`src/rtl/hex_entry.sv`:
```
// Hex keypad word editor: collects up to four hex digits, moves a target
// address cursor, and issues a held write request on Enter.
//
// state    | meaning
// EDIT     | accepting keys into the edit buffer
// WAIT_ACK | write pending, keys rejected until wr_ack
module hex_entry #(
  parameter int DATA_WIDTH = 16,
  parameter int ADDR_WIDTH = 8
) (
  input  logic                  clk,
  input  logic                  resetN,
  input  logic                  key_valid,
  input  logic [7:0]            key_ascii,
  input  logic                  wr_ack,
  output logic                  wr_req,
  output logic [ADDR_WIDTH-1:0] wr_addr,
  output logic [DATA_WIDTH-1:0] wr_data,
  output logic [DATA_WIDTH-1:0] edit_value,
  output logic [2:0]            digit_count,
  output logic [ADDR_WIDTH-1:0] cursor_addr,
  output logic                  bad_key
);

  typedef enum logic {EDIT, WAIT_ACK} state_t;

  localparam logic [7:0] KEY_ENTER = 8'h0D;
  localparam logic [7:0] KEY_BS    = 8'h08;
  localparam logic [7:0] KEY_ESC   = 8'h1B;
  localparam logic [7:0] KEY_PLUS  = 8'h2B;
  localparam logic [7:0] KEY_MINUS = 8'h2D;
  localparam logic [ADDR_WIDTH-1:0] ADDR_ONE = {{(ADDR_WIDTH-1){1'b0}}, 1'b1};

  state_t     state;
  logic       is_hex;
  logic [3:0] nibble;

  // Upper and lower case letters share the same low nibble, so one offset covers both.
  always_comb begin
    is_hex = 1'b0;
    nibble = 4'h0;
    if (key_ascii >= 8'h30 && key_ascii <= 8'h39) begin
      is_hex = 1'b1;
      nibble = key_ascii[3:0];
    end else if ((key_ascii >= 8'h41 && key_ascii <= 8'h46) ||
                 (key_ascii >= 8'h61 && key_ascii <= 8'h66)) begin
      is_hex = 1'b1;
      nibble = key_ascii[3:0] + 4'd9;
    end
  end

  always_ff @(posedge clk or negedge resetN) begin
    if (!resetN) begin
      state       <= EDIT;
      wr_req      <= 1'b0;
      wr_addr     <= '0;
      wr_data     <= '0;
      edit_value  <= '0;
      digit_count <= 3'd0;
      cursor_addr <= '0;
      bad_key     <= 1'b0;
    end else begin
      bad_key <= 1'b0;
      case (state)
        EDIT: begin
          if (key_valid) begin
            if (is_hex) begin
              if (digit_count < 3'd4) begin
                edit_value  <= {edit_value[DATA_WIDTH-5:0], nibble};
                digit_count <= digit_count + 3'd1;
              end else begin
                bad_key <= 1'b1;
              end
            end else begin
              case (key_ascii)
                KEY_BS: begin
                  if (digit_count != 3'd0) begin
                    edit_value  <= {4'h0, edit_value[DATA_WIDTH-1:4]};
                    digit_count <= digit_count - 3'd1;
                  end else begin
                    bad_key <= 1'b1;
                  end
                end
                KEY_ESC: begin
                  edit_value  <= '0;
                  digit_count <= 3'd0;
                end
                KEY_PLUS:  cursor_addr <= cursor_addr + ADDR_ONE;
                KEY_MINUS: cursor_addr <= cursor_addr - ADDR_ONE;
                KEY_ENTER: begin
                  if (digit_count != 3'd0) begin
                    wr_req  <= 1'b1;
                    wr_addr <= cursor_addr;
                    wr_data <= edit_value;
                    state   <= WAIT_ACK;
                  end else begin
                    bad_key <= 1'b1;
                  end
                end
                default: bad_key <= 1'b1;
              endcase
            end
          end
        end
        WAIT_ACK: begin
          if (key_valid) bad_key <= 1'b1;
          if (wr_ack) begin
            wr_req      <= 1'b0;
            cursor_addr <= cursor_addr + ADDR_ONE;
            edit_value  <= '0;
            digit_count <= 3'd0;
            state       <= EDIT;
          end
        end
        default: state <= EDIT;
      endcase
    end
  end

endmodule

```
`config.mk`:
```
export PLATFORM = sky130hd
export DESIGN_NAME = hex_entry
export DESIGN_NICKNAME = d
export VERILOG_FILES = /design/src/rtl/hex_entry.sv
export SDC_FILE = /design/constraint.sdc
export NUM_CORES = 1
export LEC_CHECK = 0
export ABC_AREA = 0
export BUFFER_PORTS_ARGS = -buffer_cell sky130_fd_sc_hd__buf_2
export CAP_MARGIN = 25
export CORE_MARGIN = 4
export CORE_UTILIZATION = 48
export DETAILED_ROUTE_END_ITERATION = 10
export PLACE_DENSITY_LB_ADDON = 0.05
export SLEW_MARGIN = 20
export SYNTH_ARGS = -nofsm -noshare
export SYNTH_HDL_FRONTEND = slang
export SYNTH_SLANG_ARGS = --single-unit
```
`constraint.sdc`:
```
create_clock -name clk -period 2.14 [get_ports clk]
set_input_delay 0.428 -clock clk [delete_from_list [all_inputs] [get_ports clk]]
set_output_delay 0.428 -clock clk [all_outputs]
set_load 0.1 [all_outputs]
```
# Yosys cells after proc, flatten, opt, wreduce, memory -nomap -nowiden
# Cells that the tools add are included.
# word_totals
register_bits	54
input_bits	12
output_inout_bits	53
word_cells	89
# classes
add_sub_neg	5
order_cmp	7
eq_ne	14
muxes	42
n_bitwise	2
n_reduce_logical	11
# op_table
cell	count
16-bit two-way mux	5
16-bit one-hot mux with 2 select lines	2
8-bit one-hot mux with 2 select lines	2
8-bit two-way mux	3
1-bit two-way mux	17
8-bit by 4-bit == test with 1-bit output (second input constant)	2
8-bit by 6-bit == test with 1-bit output (second input constant)	2
8-bit by 7-bit greater-or-equal comparator with 1-bit output (second input constant)	2
8-bit by 7-bit less-or-equal comparator with 1-bit output (second input constant)	2
3-bit two-way mux	5
5-bit AND reduction	3
3-bit one-hot mux with 2 select lines	2
8-bit by 1-bit adder with 8-bit output (second input constant)	1
8-bit by 5-bit == test with 1-bit output (second input constant)	1
8-bit by 6-bit greater-or-equal comparator with 1-bit output (second input constant)	1
8-bit by 6-bit less-or-equal comparator with 1-bit output (second input constant)	1
4-bit two-way mux	2
2-bit != test (second input constant)	4
1-bit one-hot mux with 2 select lines	4
8-bit by 1-bit subtractor with 8-bit output (second input constant)	1
4-bit adder (second input constant)	1
4-bit by 2-bit != test with 1-bit output (second input constant)	1
4-bit != test (second input constant)	1
4-bit AND reduction	1
other kinds (12)	15

# Depth between registers and ports, before layout
# Gate-level depths: netlist of run 1.
# logic_depth
ltp_word	9
ltp_mapped	9
mapped_depth_nobuf	7

# Worst setup path before layout of run 1
# No wires, ideal clock.
# synth_path
path_kind	reg-to-reg
startpoint	register digit_count[0]
endpoint	register digit_count[0]
setup_time_ns	0.126
t_arrival_ns	2.708
required_time_ns	2.014
setup_slack_ns	-0.694
path_stages_with_launch	9
path_buffers	1
period_less_slack_ns	2.834
path_cell_list	dfrtp_1 -> inv_1 -> ha_1 -> nor2b_1 -> o21ai_0 -> o32ai_1 -> a211oi_4 -> buf_4 -> mux2_2
# synth_between
elab_chain_len	6
elab_cells_between_ends	13
cone_classes	add/sub: 2; order compare: 1; eq/ne: 2; mux: 6; reduce/logical: 2
# synth_lines
element	line	rtl
from (decl)	20	output logic [2:0] digit_count,
from (signal assigned)	70	digit_count <= digit_count + 3'd1;
from (signal assigned)	79	digit_count <= digit_count - 3'd1;
3-bit by 1-bit subtractor with 3-bit output	79	
3-bit two-way mux	77	if (digit_count != 3'd0) begin
3-bit one-hot mux with 2 select lines	75	case (key_ascii)
3-bit two-way mux	67	if (is_hex) begin
3-bit two-way mux	66	if (key_valid) begin
3-bit one-hot mux with 2 select lines	64	case (state)
# Several ways; a longest one is shown, not always the timed one. The select of a mux whose other input is x is not followed.
# A chain may end at the register's enable or synchronous reset.

# Worst setup path after layout of run 1
# layout_path
startpoint	input key_ascii[6]
endpoint	register edit_value[2]
# layout_between
elab_chain_len	9
elab_cells_between_ends	25
cone_classes	order compare: 6; eq/ne: 5; mux: 9; reduce/logical: 5
# layout_lines
element	line	rtl
from (decl)	14	input logic [7:0] key_ascii,
8-bit by 7-bit greater-or-equal comparator with 1-bit output, or another cell as far along	45	end else if ((key_ascii >= 8'h41 && key_ascii <= 8'h46) ||
1-bit logical AND, on equally long branches	45, 46	
1-bit logical OR	45	
4-bit two-way mux	45	
4-bit two-way mux	42	if (key_ascii >= 8'h30 && key_ascii <= 8'h39) begin
16-bit two-way mux	68	if (digit_count < 3'd4) begin
16-bit two-way mux	67	
16-bit two-way mux	66	
16-bit one-hot mux with 2 select lines	64	
to (signal assigned)	69	edit_value <= {edit_value[DATA_WIDTH-5:0], nibble};
to (signal assigned)	78	edit_value <= {4'h0, edit_value[DATA_WIDTH-1:4]};
to (decl)	19	output logic [DATA_WIDTH-1:0] edit_value,
# Several ways; a longest one is shown, not always the timed one. The select of a mux whose other input is x is not followed.

==> results_dict.tcl, run 1 <==
set metrics [dict create \
    internal_power_mw 1.964 \
    setup-tns-final_ns -0.05972 \
    first_pass_iters 4 \
    max_stage_delay_ns 0.55 \
    area_delta_synth_final_pct 34.58 \
    path_delay_family "simple AND/OR/NAND/NOR gates" \
    synth_seq_cells 54 \
    slew_headroom 0.6097 \
    power_frac_clock 0.148 \
    crit_start "key_ascii[6]" \
    yosys-top-cells-area "dfrtp_1, mux2_2, ha_1" \
    min_period_ns 2.156 \
    cts_tree "yes" \
    initial_core_util 0.5020 \
    hold_slack_ns 0.08683 \
    required_ns 2.34 \
    final_util 0.6756 \
    grt_max_degree 55 \
    gp_congestion 0.9238 \
    ys_warn_count 0 \
    netlist_area_mm2 0.002815 \
    rr_endpoint "wr_data[12]" \
    synth_edf_count 0 \
    worst-r2r-setup-slack_ns 0.02 \
    synth_top_area_frac 0.4800 \
    drt-initial-drc-count 97 \
    cp_max_fo 5 \
    hold_class "in -> async" \
    ys_async_sr_fraction 1.000 \
    grt_overflow_total 0 \
    port_buffers 64 \
    switching_share 0.5236 \
    fin_nets 363 \
    fp.dieArea_mm2 0.007155 \
    grt_pass1_wl_mm 11.34 \
    drive_gt1_frac 0.5494 \
    post_drt_via_cell_ratio 5.459 \
    maxCapViolations 0 \
    violations "setup timing" \
    status "finished, violations left" \
    boundaryPins 65 \
    cts.clk_slew.worst_paths_ns 0.10 \
    synth_nets 258 \
    cp_slowest_cell "or4b_4" \
    grt_usage 0.1942 \
    yosysSeqAreaShare 0.4800 \
    synthCells 238 \
    synthDistinctLibCells 50 \
    antenna_found_initial 0 \
    yosysTopAreaCell "dfrtp_1" \
    cp.arrival_ns 2.35 \
    die_h_um 84.59 \
    grt_pass1_vias 2265 \
    clk_latency_ns 0.31 \
    htreeDepth 2 \
    rsz0062_at_grt "yes" \
    pwr-share-comb 0.510 \
    rows 27 \
    start_kind "input port" \
    core_area_mm2 0.005608 \
    rr_startpoint "digit_count[1]" \
    seqPwrFrac 0.343 \
    clockBufferDepth 2 \
    fin_skew_ns 0.007816 \
    crit_buf_inv 3 \
    drc 0 \
    final-hold-violation-count 0 \
    fmax_mhz 463.7 \
    worstPathCellList "buf_6, or4b_4, or3_4, a211oi_4, buf_4, buf_12, mux2_2" \
    ant_nets 0 \
    synthFlopType "dfrtp_1" \
    cts_sinks 54 \
    drv_slew 0 \
    worst_pin_slew_ns 0.5855 \
    clockRootBuffer "clkbuf_8" \
    worst_setup_path_end_kind "register" \
    cts-buffers-inserted 5 \
    ir_drop_mv 1.311 \
    syn_avg_cell_area_um2 11.83 \
    leakage_nw 1.971 \
    power.density_mw_per_mm2 1088 \
    wl_mm 6.599 \
    wl_per_cell_um 15.86 \
    switching_power_mw 2.159 \
    cp.depth 7 \
    place_hpwl_mm 4.724 \
    fin_ws_ns -0.01638 \
    n_antenna_cell 0 \
    critPathCapture "edit_value[2]" \
    die_w_um 84.59 \
    r2r_cells 8 \
    dr_total_vias 2271 \
    fin_crit_sh 1.008 \
    setup_violations 5 \
    worstSetupPathType "in -> reg" \
]
[Yosys cell counts, drive strengths merged (2+ instances only)]
library cell and n:
dfrtp 54, mux2 38, inv 16, a22o 10, nand2 9, nor2 9
a21oi 8, ha 8, buf 7, mux2i 7, xor2 6, or4 5
clkbuf 4, nand4 4, o21ai 4, a211oi 3, a221oi 3, a2bb2oi 3
and3 3, nand2b 3, or3 3, a21o 2, a22oi 2, a41o 2
and2 2, nand3 2, nor3 2, o21a 2, o32ai 2, xnor2 2
[logic make-up (layout without fill, tap and decap cells)]
family | after synthesis | count (layout) | synth area share
AO/OA/AOI/OAI | 45 | 45 | 0.1280
XOR/XNOR | 8 | 8 | 0.02489
adder cells (fa/ha/maj) | 8 | 8 | 0.03556
buffers and inverters | 27 | 133 | 0.04533
flip-flops | 54 | 54 | 0.4800
multiplexers | 45 | 45 | 0.1769
AND/OR/NAND/NOR | 51 | 51 | 0.1093
[stage by stage]
stage | total power, mW | std cells | worst slack [ns] | area (um2)
detailed placement | 3.513 | 404 | -0.4190 | 3598
floorplan | 3.096 | 238 | -0.3712 | 2920
global route | 4.319 | 416 | -0.06347 | 3789
finish | 4.123 | 416 | -0.01638 | 3789
global placement | 3.493 | 404 | -0.4013 | 3598
CTS | 4.169 | 416 | -0.01893 | 3782
[power by group through the flow]
stage	combinational (mW)	clock, mW	sequential (mW)
after floorplan	0.455	0	2.64
after global placement	2.06	0	1.43
after detailed placement	2.08	0	1.43
after CTS	2.11	0.644	1.41
after global routing	2.19	0.681	1.45
final	2.10	0.609	1.41
[placed cells by master, fill, tap and decap left out, types with 4 or more instances in the layout]
| cell type | Yosys | routed |
|---|---|---|
| nor2_1 | 9 | 9 |
| dfrtp_2 | 0 | 4 |
| clkbuf_8 | 0 | 6 |
| buf_2 | 3 | 63 |
| nand2_1 | 9 | 9 |
| inv_1 | 16 | 14 |
| ha_1 | 8 | 7 |
| a22o_1 | 10 | 10 |
| or4_4 | 1 | 5 |
| o21ai_0 | 4 | 4 |
| a21oi_2 | 1 | 7 |
| mux2_2 | 38 | 32 |
| buf_4 | 2 | 40 |
| mux2i_1 | 7 | 7 |
| mux2_4 | 0 | 6 |
| xor2_1 | 6 | 6 |
| dfrtp_1 | 54 | 48 |
| nand4_1 | 4 | 4 |
[area by class of cell]
cell class / count / area (um2)
clock buffers: 7 / 86.33
clock inverters: 1 / 8.758
fillers: 438 / 1819
inverters: 16 / 60.06
multi-input cells: 157 / 1449
flip-flops and latches: 54 / 1364
well taps: 72 / 90.09
repair buffers: 109 / 730.7
[how the worst min path moves through the flow]
| stage | start | cells after the start | slack (ns) | endpoint |
|---|---|---|---|---|
| 3_3_place_gp | resetN | 2 | 0.45 | bad_key |
| 6_report | resetN | 2 | 0.09 | bad_key |
| 2_1_floorplan | resetN | 0 | 0.13 | bad_key |
| 4_1_cts | resetN | 2 | 0.1 | bad_key |
| 3_5_place_dp | resetN | 2 | 0.45 | bad_key |
| 5_1_grt | resetN | 2 | 0.09 | bad_key |
[timing repair]
action,4_1_cts,5_1_grt
buffers inserted,4,0
gates cloned,1,0
hold buffers,0,0
gates resized for setup,9,1
pin swaps,5,2
setup endpoints to repair,42,45
[metal layers]
layer | share of wire | global-route usage | vias to the layer above
met5 | 0 | 0 | -
met4 | 0.013 | 0.05324 | 0
met3 | 0.039 | 0.03533 | 9
met2 | 0.47 | 0.3125 | 54
met1 | 0.47 | 0.2700 | 1127
li1 | - | - | 1081
[registers in the layout (all words and copies together), names as in the netlist]
register,flops
digit_count,3
bad_key,1
state,1
edit_value,16
wr_addr,8
wr_data,16
cursor_addr,8
wr_req,1
(Power assumes the default switching activity.)
==> inputs of run 2 (changes only) <==
CORE_ASPECT_RATIO = 0.6   (was default)
CORE_UTILIZATION = 50   (was 48)
CTS_BUF_LIST = sky130_fd_sc_hd__clkbuf_4 sky130_fd_sc_hd__clkbuf_8   (was default)
==> results_dict.tcl, run 2 (synthesis gave the netlist of run 1 again) <==
set metrics [dict create \
    status "finished, violations left" \
    violations "setup timing" \
    fmax_mhz 459.0 \
    stdcell_count 420 \
    rows 20 \
    leakage_nw 2.045 \
    seqPwrFrac 0.333 \
    clockBufferDepth 2 \
    slew_headroom 0.5923 \
    grt_max_degree 37 \
    final_util 0.7486 \
    hold_class "in -> async" \
    min_period_ns 2.178 \
    grt_pass1_vias 2257 \
    layout_common_cells "buf_2, dfrtp_1, buf_4" \
    core_area_mm2 0.005255 \
    wl_mm 7.562 \
    layout_commonest_cell "buf_2" \
    drv_slew 0 \
    fin_skew_ns 0.01113 \
    worst_pin_slew_ns 0.6115 \
    clockRootBuffer "clkbuf_8" \
    hold_buffers 0 \
    wl_per_cell_um 18.00 \
    crit_buf_inv 3 \
    worstSetupPathType "in -> reg" \
    fin_ws_ns -0.03845 \
    power.density_mw_per_mm2 1072 \
    busiest_layer "met2" \
    area_delta_synth_final_pct 39.73 \
    setup_violations 9 \
    internal_power_mw 2.008 \
    switching_share 0.5238 \
    gp_congestion 0.8996 \
    drt-initial-drc-count 139 \
    grt_pass1_wl_mm 11.54 \
    cp.arrival_ns 2.38 \
    start_kind "input port" \
    cp_max_fo 5 \
    fin_nets 373 \
    reg.largest.list "edit_value (16), wr_data (16)" \
    initial_core_util 0.5357 \
    cts-buffers-inserted 5 \
    max_stage_delay_ns 0.55 \
    required_ns 2.34 \
    n_antenna_cell 0 \
    fin_crit_sh 1.018 \
    gr-usage-met3 0.04293 \
    final-hold-violation-count 0 \
    grt_overflow_total 0 \
    use_met1 0.3144 \
    place_hpwl_mm 5.440 \
    grt_usage 0.2138 \
    met2_usage 0.3227 \
    worst_setup_path_end_kind "register" \
    ant_nets 0 \
    htreeDepth 2 \
    worstPathCellList "buf_6, or4b_4, or3_4, a211oi_4, buf_4, clkbuf_16, mux2_4" \
    pwr-share-comb 0.525 \
    maxCapViolations 0 \
    cts_sinks 54 \
    post_drt_via_cell_ratio 5.602 \
    clk_latency_ns 0.32 \
    ir_drop_mv 0.8270 \
    dr_total_vias 2353 \
    drive_gt1_frac 0.5847 \
    first_pass_iters 4 \
    port_buffers 64 \
    switching_power_mw 2.209 \
    boundaryPins 65 \
    power_frac_clock 0.142 \
    cts.clk_slew.worst_paths_ns 0.10 \
    die_h_um 66.13 \
    cp_slowest_cell "or4b_4" \
    cts_tree "yes" \
    path_delay_family "simple AND/OR/NAND/NOR gates" \
    drc 0 \
    die_w_um 104.9 \
    antenna_found_initial 0 \
    rsz0062_at_grt "yes" \
    fp.dieArea_mm2 0.006935 \
    dp.cells 404 \
]
==> run 2: cell types whose count changed in the layout (fill, tap and decap cells not counted), sizes merged <==
| cell | delta |
|---|---|
| buf | +9 |
| bufbuf | -1 |
| clkbuf | +1 |
| clkinv | +1 |
==> run 2: per-layer routing <==
metal / up-vias / part of all wire
met2: 83 / 0.44
met4: 0 / 0.0070
li1: 1104 / -
met1: 1159 / 0.49
met5: - / 0
met3: 7 / 0.061
==> run 2: power groups by stage <==
stage | clock network [mW] | logic, mW | registers, mW
after floorplan | 0 | 0.455 | 2.64
after global routing | 0.647 | 2.30 | 1.44
after global placement | 0 | 2.09 | 1.41
after CTS | 0.604 | 2.13 | 1.40
after detailed placement | 0 | 2.12 | 1.42
final | 0.598 | 2.21 | 1.41
==> run 2: metrics by stage <==
stage	TNS [ns]	cell area, um2	total power, mW	hold slack [ns]	setup WS (ns)
after floorplan	-8.150	2920	3.096	0.1324	-0.3712
after global placement	-14.94	3623	3.499	0.3986	-0.3779
after detailed placement	-15.71	3623	3.533	0.4016	-0.4413
after CTS	-0.4203	3725	4.130	0.06164	-0.05162
after global routing	-0.9712	3934	4.386	0.07213	-0.08746
final	-0.2088	3934	4.217	0.04535	-0.03845
==> run 2: what timing repair did <==
item / 4_1_cts / 5_1_grt
buffers inserted: 0 / 5
cloned: 0 / 3
endpoints found under the setup margin: 21 / 42
pin swaps: 1 / 4
hold endpoints to repair: 0 / 0
resized for setup: 3 / 25
==> run 2: cell type report <==
cell class                 instances  area (um2)
inverter                          16       60.06
multi-input combinational        157        1509
fill                             362        1321
clock inverter                     2       13.76
timing repair buffer             119       827.0
sequential                        54        1365
clock buffer                       6       76.32
tap                               66       82.58
==> run 2: worst paths after layout <==
| check | startpoint | end | slack [ns] | cells after the start |
|---|---|---|---|---|
| max | key_ascii[6] | edit_value[0] | -0.04 | 7 |
| min | resetN | bad_key | 0.05 | 1 |
| max reg2reg | digit_count[1] | edit_value[0] | 0.06 | 9 |
| min reg2reg | wr_data[8] | wr_data[8] | 0.51 | 1 |
| max in group asynchronous | resetN | digit_count[0] | 1.54 | 2 |
| min in group clk | key_valid | bad_key | 0.39 | 2 |
==> run 2: worst register-to-register path: stages, from the launching register on <==
cell and delay, ns:
dfrtp_4 0.43, inv_2 0.06, ha_2 0.19, nor2b_4 0.13
o21ai_0 0.14, o32ai_4 0.15, a211oi_4 0.27, buf_4 0.17
clkbuf_16 0.15, mux2_4 0.30
